`src/rtl/hazard_control_unit.sv`:
```
// rtl/hazard_control_unit.sv - pipeline hazard control: load-use stall, mispredict flush, memory freeze
// Optional event counters enabled by defining HAZARD_PERF_CNT_EN.
module hazard_control_unit (
  input  logic        clk,
  input  logic        rst,
  input  logic [3:0]  IF_ID_SrcReg1,
  input  logic [3:0]  IF_ID_SrcReg2,
  input  logic        IF_ID_Src1Used,
  input  logic        IF_ID_Src2Used,
  input  logic        ID_EX_MemRead,
  input  logic [3:0]  ID_EX_DstReg,
  input  logic        Br_Mispredict,
  input  logic        Mem_Busy,
  output logic        PC_stall,
  output logic        IF_ID_stall,
  output logic        IF_flush,
  output logic        ID_flush,
  output logic        Pipe_freeze,
  output logic [1:0]  hazard_state,
  output logic [15:0] stall_cnt,
  output logic [15:0] flush_cnt
);

  typedef enum logic [1:0] {
    RUN        = 2'b00,
    MEM_WAIT   = 2'b01,
    FLUSH_HOLD = 2'b10,
    ILLEGAL    = 2'b11
  } state_t;

  state_t state;
  state_t state_nxt;
  logic   pending;
  logic   pending_nxt;
  logic   mispredict;
  logic   load_use;

  // The decode instruction is squashed while in FLUSH_HOLD, so its sources are ignored.
  always_comb begin
    load_use = ID_EX_MemRead && (ID_EX_DstReg != 4'h0) && (state != FLUSH_HOLD) &&
               ((IF_ID_Src1Used && (IF_ID_SrcReg1 == ID_EX_DstReg)) ||
                (IF_ID_Src2Used && (IF_ID_SrcReg2 == ID_EX_DstReg)));
    mispredict = Br_Mispredict || pending;
  end

  always_comb begin
    PC_stall    = 1'b0;
    IF_ID_stall = 1'b0;
    IF_flush    = 1'b0;
    ID_flush    = 1'b0;
    Pipe_freeze = 1'b0;
    if (rst) begin
      if (Mem_Busy) begin
        PC_stall    = 1'b1;
        IF_ID_stall = 1'b1;
        Pipe_freeze = 1'b1;
      end else if (mispredict) begin
        IF_flush = 1'b1;
        ID_flush = 1'b1;
      end else if (load_use) begin
        PC_stall    = 1'b1;
        IF_ID_stall = 1'b1;
        ID_flush    = 1'b1;
      end
    end
  end

  // A mispredict seen during a memory freeze is remembered and replayed when the freeze lifts.
  always_comb begin
    state_nxt   = RUN;
    pending_nxt = 1'b0;
    if (Mem_Busy) begin
      state_nxt   = MEM_WAIT;
      pending_nxt = pending || Br_Mispredict;
    end else if (mispredict) begin
      state_nxt = FLUSH_HOLD;
    end
  end

  always_ff @(posedge clk) begin
    if (!rst) begin
      state   <= RUN;
      pending <= 1'b0;
    end else begin
      state   <= state_nxt;
      pending <= pending_nxt;
    end
  end

  assign hazard_state = rst ? state : 2'b00;

`ifdef HAZARD_PERF_CNT_EN
  always_ff @(posedge clk) begin
    if (!rst) begin
      stall_cnt <= 16'h0000;
      flush_cnt <= 16'h0000;
    end else begin
      if (PC_stall && (stall_cnt != 16'hFFFF))
        stall_cnt <= stall_cnt + 16'd1;
      if (IF_flush && (flush_cnt != 16'hFFFF))
        flush_cnt <= flush_cnt + 16'd1;
    end
  end
`else
  assign stall_cnt = 16'h0000;
  assign flush_cnt = 16'h0000;
`endif

endmodule

```
`config.mk`:
```
export PLATFORM = sky130hd
export DESIGN_NAME = hazard_control_unit
export DESIGN_NICKNAME = d
export VERILOG_FILES = /design/src/rtl/hazard_control_unit.sv
export SDC_FILE = /design/constraint.sdc
export NUM_CORES = 1
export LEC_CHECK = 0
export BUFFER_PORTS_ARGS = -buffer_cell sky130_fd_sc_hd__buf_2
export CAP_MARGIN = 40
export CORE_MARGIN = 5
export CORE_UTILIZATION = 32
export DETAILED_ROUTE_END_ITERATION = 8
export PLACE_DENSITY_LB_ADDON = 0.3
export RECOVER_POWER = 100
export SETUP_SLACK_MARGIN = 0.2
export SLEW_MARGIN = 25
export SYNTH_ARGS = -nofsm -noshare
export SYNTH_HDL_FRONTEND = slang
export SYNTH_SLANG_ARGS = --single-unit
```
`constraint.sdc`:
```
create_clock -name clk -period 1.05 [get_ports clk]
set_clock_uncertainty 0.05 [all_clocks]
set_input_delay 0.105 -clock clk [delete_from_list [all_inputs] [get_ports clk]]
set_output_delay 0.105 -clock clk [all_outputs]
set_load 0.02 [all_outputs]
```
---- Yosys cells after proc, flatten, opt, wreduce, memory -nomap -nowiden ----
Cells that the tools add are included.
cells by class
  equal/unequal tests ..................... 3
  bitwise gates (word level) .............. 1
  reduce and logical (&&, ||, !) cells .... 10
  multiplexer cells ....................... 15
operator list
  operator                                      count
  two-way mux 1 bit                             13
  equality test 4 bit                           2
  logical AND 1 bit                             5
  two-way mux 2 bit                             2
  nonzero test 4 bit                            1
  logical OR 1 bit                              2
  inequality test 2 bit, second input constant  1
  AND reduction 2 bit                           1
  OR reduction 2 bit                            1
  NOT 1 bit                                     1
word-level totals
  output and inout bits ................... 39
  logic and storage cells ................. 32
  bits in registers ....................... 3
  bits of input ports ..................... 19

---- Logic depth before layout (Yosys ltp) ----
Gate-level depths: netlist (run 1).
  depth after elaboration ................. 8
  mapped depth ............................ 6
  depth with buffers taken out ............ 5

---- Worst setup path before layout (run 1) ----
OpenSTA, ideal clock, no wires.
  path type ............................... input to output
  from .................................... in ID_EX_DstReg[1]
  to ...................................... out PC_stall
  path buffers ............................ 1
  data required time ...................... 0.895 ns
  data arrival time ....................... 1.214 ns
  slack ................................... -0.319 ns
  stages on the path ...................... 5
  path through ............................ xor2_1 > nor4_1 > o21ai_1 > o21ai_1 > buf_4
on the way
  word-level cells in the longest chain between the ends .. 8
  elaborated cells between the ends (all ways) .. 13
  those cells by class .................... eq/ne: 2; mux: 4; reduce/logical: 7
RTL lines
  item                                                          line        RTL
  start: declaration                                            11          input logic [3:0] ID_EX_DstReg,
  equality test 4 bit (tied with other cells)                   41          ((IF_ID_Src1Used && (IF_ID_SrcReg1 == ID_EX_DstReg)) ||
  logical AND 1 bit, on equally long branches                   41, 40, 42
  logical OR 1 bit / logical AND 1 bit (equally long branches)  41, 40
  logical AND 1 bit (*)                                         40          load_use = ID_EX_MemRead && (ID_EX_DstReg != 4'h0) && (state != FLUSH_HOLD) &&
  two-way mux 1 bit (*) (4 in a row)                            -
  end: declaration                                              14          output logic PC_stall,
Mark *: on every way between the ends. The rest lies on a longest branch, timed or not.

---- Final worst setup path (run 1) ----
  from .................................... in IF_ID_SrcReg2[2]
  to ...................................... out PC_stall
on the way
  word-level cells in the longest chain between the ends .. 8
RTL lines
  item                 line  RTL
  start: declaration   7     input logic [3:0] IF_ID_SrcReg2,
  equality test 4 bit  42    (IF_ID_Src2Used && (IF_ID_SrcReg2 == ID_EX_DstReg)));
  logical AND 1 bit    42
  logical OR 1 bit     41
  logical AND 1 bit    40
  two-way mux 1 bit    60    end else if (load_use) begin
  two-way mux 1 bit    57    end else if (mispredict) begin
  two-way mux 1 bit    53    if (Mem_Busy) begin
  two-way mux 1 bit    52    if (rst) begin
Every way passes these cells.

==> qor.csv, run 1 <==
metric;value;unit
status;complete, but fails checks;
violations;negative setup slack;
drt_iter0_markers;1;
rsz0062_at_grt;true;
synthCells;67;
area_delta_synth_final;39.0;%
holdPathEnd;state[0];
yosysWarnings;0;
crit_family;simple AND/OR/NAND/NOR gates;
hp-start;Mem_Busy;
drc;0;
power_density;912;nW/um2
regArea;63.8;um2
cpPeakStageDelay;0.30;ns
cts_tree;built;
grt_pass1_vias;373;
fp.dieW;48.9;um
reg2reg_slack;0.14;ns
finalWirelength;1.13;mm
cts_buffer_depth;2;
grt-ovfl-total;0;
ys_seq_elements;3;
slowest_stage;nor4_4;
reg2reg_depth;4;
htreeDepth;1;
postLayoutCellArea;673;um2
p_leak;0.000373;uW
r2r_end;state[1];
drive_above_1_share;0.485;
path_max_fanout;2;
fill_cells;161;
fp.coreArea;1470;um2
setup_slack;-0.292;ns
dieArea;2390;um2
port_buffers;25;
routed-via-count;431;
cts_buffers;3;
reg2reg_from;pending;
antenna_cells;0;
netlist_area;484;um2
rows;14;
postRouteAntennaNets;0;
place_congestion;0.749;
dp_hpwl;905;um
arrival;1.19;ns
multi_input_area;344;um2
initial_core_util;0.329;
cts.sinks;3;
fin_crit;1.34;ns
clock.fmax;745;MHz
via_per_inst;3.75;
dpl_cell_area;517;um2
grt_pass1_wl;1.50;mm
cp-end-kind;output pin;
firstDrtPassIters;2;
synth_seq_area_share;0.124;
path_buf_inv;2;
grt_use_total;0.0762;
cap_violations;0;
cp-start-kind;primary input;
required;0.89;ns
ir_drop;0.000773;V
synth_cell_types;14;
grt_antenna_before_repair;0;
cts_root_buffer;clkbuf_4;
worstHoldPathType;in2reg;
wl_per_cell;9.81;um
grt_max_degree;6;
postCtsHoldBufs;0;
post-route-period-util;1.28;
path_cells;buf_6 > xnor2_2 > nand2_2 > nor4_4 > o21ai_2 > o21ai_2 > buf_6;
whs_path_depth;3;
synth.avg_cell_area;7.23;um2
die_y;48.9;um
setup_viol;6;
critPathKind;in2out;
hold_violations;0;
dp_slack;-0.270;ns
slew_viol_final;0;
nNetsFinal;119;
clk_latency;0.23;ns
io_pins;58;
clk_pin_slew_worst_paths;0.03;ns
## stage by stage
stage	util	TNS [ns]	std cells	hold slack [ns]	total power, uW
finish	0.457	-0.981	115	0.146	614
global route	0.457	-1.39	115	0.177	660
CTS	0.429	-0.831	113	0.120	597
detailed placement	0.351	-0.786	108	0.358	354
global placement	0.351	-0.802	108	0.342	354
floorplan	-	-0.258	98	0.217	382
## tightest hold or removal path, cell delays in order
cell     delay, ns
buf_2         0.08
nand2_1       0.13
inv_1         0.08
## synth_stat cells (all sizes together)
library cell | number | area [um2]
xnor2 | 2 | 17.5
conb | 1 | 3.75
dfxtp | 3 | 60.1
inv | 3 | 11.3
nor4 | 3 | 18.8
xor2 | 6 | 52.6
buf | 33 | 248
and2 | 2 | 12.5
a21oi | 1 | 5.00
nand2 | 4 | 15.0
nor2 | 5 | 18.8
o21ai | 3 | 15.0
nand2b | 1 | 6.26
## cell families after synthesis
| family | share of synthesized area |
|---|---|
| buffers and inverters | 0.535 |
| and+or+nand+nor | 0.147 |
| xor gates and xnor gates | 0.145 |
| AOI/OAI and AO/OA | 0.0413 |
| DFF | 0.124 |
| other | 0.00774 |
## registers in the layout, summed over array words and instances, names as in the netlist
signal,cells
state,2
pending,1
## routing by layer
metal | up-vias | routed length [um] | GRT usage
met5 | - | 0 | 0
met4 | 0 | 0 | 0
met3 | 0 | 186 | 0.0520
met2 | 36 | 573 | 0.139
met1 | 188 | 368 | 0.0745
li1 | 207 | - | -
## how the worst max path moves through the flow
| stage | startpoint | end | depth (start not counted) |
|---|---|---|---|
| 2_1_floorplan | ID_EX_DstReg[1] | PC_stall | 5 |
| 4_1_cts | state[1] | PC_stall | 6 |
| 3_3_place_gp | ID_EX_DstReg[1] | PC_stall | 6 |
| 6_report | IF_ID_SrcReg2[2] | PC_stall | 7 |
| 5_1_grt | IF_ID_SrcReg2[2] | PC_stall | 7 |
| 3_5_place_dp | ID_EX_DstReg[1] | PC_stall | 6 |
## cell usage in the layout (no fill, tap or decap)
cell	synthesis	final
a21oi_1	1	1
conb_1	1	32
dfxtp_2	0	3
xnor2_2	0	1
buf_6	0	8
clkbuf_4	0	3
nor4_1	3	1
and2_4	0	2
inv_1	3	2
nand2_2	0	1
inv_2	0	1
nor4_2	0	1
o21ai_2	0	3
nor2_2	0	3
buf_2	0	16
nand2_1	4	3
nor2_4	0	1
clkbuf_1	0	3
nand2b_1	1	1
xnor2_1	2	1
xor2_1	6	6
nor2_1	5	1
nor4_4	0	1
buf_4	33	4
## power breakdown
group	internal, uW	switching (uW)
Clock	142	53.7
Sequential	122	3.89
Combinational	97.3	195
## area by class of cell
| type | instances | area share |
|---|---|---|
| clock buffers | 4 | 0.0390 |
| flip-flops and latches | 3 | 0.0948 |
| multi-input cells | 59 | 0.511 |
| well taps | 16 | 0.0297 |
| inverters | 3 | 0.0167 |
| repair buffers | 30 | 0.309 |
## timing repair
action | in CTS | in global routing
setup endpoints to repair | 6 | 8
gates resized for setup | 23 | 12
pin swaps | 5 | 4
buffers inserted | 1 | 2
(Power assumes the default switching activity.)
==> run 2: changes to the inputs <==
--- a/config.mk
+++ b/config.mk
@@ -12,8 +12,6 @@
 export DETAILED_ROUTE_END_ITERATION = 8
 export PLACE_DENSITY_LB_ADDON = 0.3
 export RECOVER_POWER = 100
-export SETUP_SLACK_MARGIN = 0.2
-export SLEW_MARGIN = 25
 export SYNTH_ARGS = -nofsm -noshare
 export SYNTH_HDL_FRONTEND = slang
 export SYNTH_SLANG_ARGS = --single-unit
==> run 2 against run 1 <==
  * The run still ends with negative setup slack left
  * Sequential power is essentially flat
  * Sequential share of layout area grew 1.6 points
  * Clock power grew 2%
  * Non-clock buffer count shrank 2
  * Global-route usage grew 0.067 points
  * Wire length shrank 6.4%
  * Cell count shrank 1.7%
  * Flip-flop and latch count is the same
  * Setup slack gained 0.038 ns
  * Critical path type is now reg2out
  * Largest cell class unchanged
==> qor.csv, run 2 (same netlist as run 1, synthesis figures left out) <==
metric;value;unit;change
status;complete, but fails checks;;
violations;negative setup slack;;
place_congestion;0.709;;-5.4%
power_density;990;nW/um2;+8.5%
clock.fmax;767;MHz;+2.9%
finalWirelength;1.06;mm;-6.4%
slew_viol_final;0;;unchanged
fin_crit;1.30;ns;-0.0383 ns
clk_pin_slew_worst_paths;0.04;ns;about the same
fill_cells;170;;+5.6%
post-route-period-util;1.24;;-0.0365
drt_iter0_markers;0;;-1
drive_above_1_share;0.381;;-0.103
initial_core_util;0.329;;unchanged
setup_slack;-0.254;ns;+0.0383 ns
fin_setup_tns;-0.878;ns;+0.103 ns
via_per_inst;3.65;;-2.7%
grt_pass1_vias;354;;-5.1%
antenna_cells;0;;unchanged
cts_tree;built;;
dpl.cell_count;108;;unchanged
grt_antenna_before_repair;0;;unchanged
io_pins;58;;unchanged
cts_buffer_depth;2;;unchanged
grt_max_degree;6;;unchanged
worstHoldPathType;in2reg;;
fp.coreArea;1470;um2;unchanged
top_regs;state (2), pending (1);;
rows;14;;unchanged
largest_reg_flops;2;;unchanged
rsz0062_at_grt;true;;
cp-end-kind;output pin;;
cts_buffers;3;;unchanged
arrival;1.15;ns;-0.04 ns
grt_use_total;0.0768;;+0.000672
fin_util;0.393;;-0.0646
drc;0;;unchanged
nNetsFinal;117;;-1.7%
dieArea;2390;um2;unchanged
cap_violations;0;;unchanged
routed-via-count;412;;-4.4%
stdcell_count;113;;-1.7%
port_buffers;25;;unchanged
cts_root_buffer;clkbuf_4;;
htreeDepth;1;;unchanged
ir_drop;0.000557;V;-28%
layout_common_cells;conb_1, buf_2, xor2_1;;
cp-start-kind;flop;;
hold_violations;0;;unchanged
total_power;572;uW;-6.8%
grt-ovfl-total;0;;unchanged
postRouteAntennaNets;0;;unchanged
area_delta_synth_final;19.4;%;
dp_hpwl;890;um;-1.6%
hold_ws;0.121;ns;-0.0257 ns
grt_pass1_wl;1.47;mm;-2.3%
regMostFlops;state;;
clk_latency;0.23;ns;about the same
critPathKind;reg2out;;
required;0.89;ns;about the same
die_y;48.9;um;unchanged
cts.sinks;3;;unchanged
path_max_fanout;2;;unchanged
setup_viol;4;;-2
final_common_cell;conb_1;;
fp.dieW;48.9;um;unchanged
p_leak;0.000338;uW;-9.4%
wl_per_cell;9.35;um;-4.7%
firstDrtPassIters;1;;-1
run 2: worst max-delay path, stage by stage, from the launching register on:
cell     delay, ns
dfxtp_2       0.31
inv_2         0.04
o21ai_2       0.04
nor2_1        0.13
o21ai_2       0.09
a21oi_1       0.16
buf_4         0.16
run 2: what timing repair did:
item,CTS,global route
hold buffers,0,0
resized for setup,12,5
setup endpoints to repair,4,4
pin swaps,2,1
setup buffers,1,0
cloned,0,0
run 2: layer usage:
layer  track usage  wire, um  vias to the layer above
met3        0.0520       239                        0
met1        0.0710       330                      169
met4        0.0538         0                        0
met5             0         0                        -
li1              -         -                      206
met2         0.120       486                       37
run 2: final cells by class:
class | instances | area [um2] | area share
Clock buffer | 4 | 26.3 | 0.0455
Inverter | 3 | 11.3 | 0.0195
Multi-Input combinational cell | 59 | 302 | 0.522
Sequential cell | 3 | 63.8 | 0.110
Tap cell | 16 | 20.0 | 0.0346
Timing Repair Buffer | 28 | 155 | 0.268
run 2: per-stage QoR:
step                      area (um2)  worst slack, ns
final                            578           -0.254
after global routing             578           -0.330
after CTS                        579           -0.276
after detailed placement         517           -0.233
after global placement           517           -0.235
after floorplan                  608           -0.167
run 2: power breakdown:
group / total (uW) / leakage, uW / switching [uW] / internal (uW)
combinational: 248 / 0.000297 / 178 / 70.6
clock: 200 / 0.0000150 / 57.3 / 142
sequential: 125 / 0.0000258 / 3.00 / 122
run 2: worst paths after layout:
kind,cells past startpoint,end,slack (ns),startpoint
setup reg to reg,4,pending,0.09,pending
setup / recovery,6,ID_flush,-0.25,state[1]
hold / removal,3,state[0],0.12,Mem_Busy
hold reg to reg,4,state[1],0.67,pending
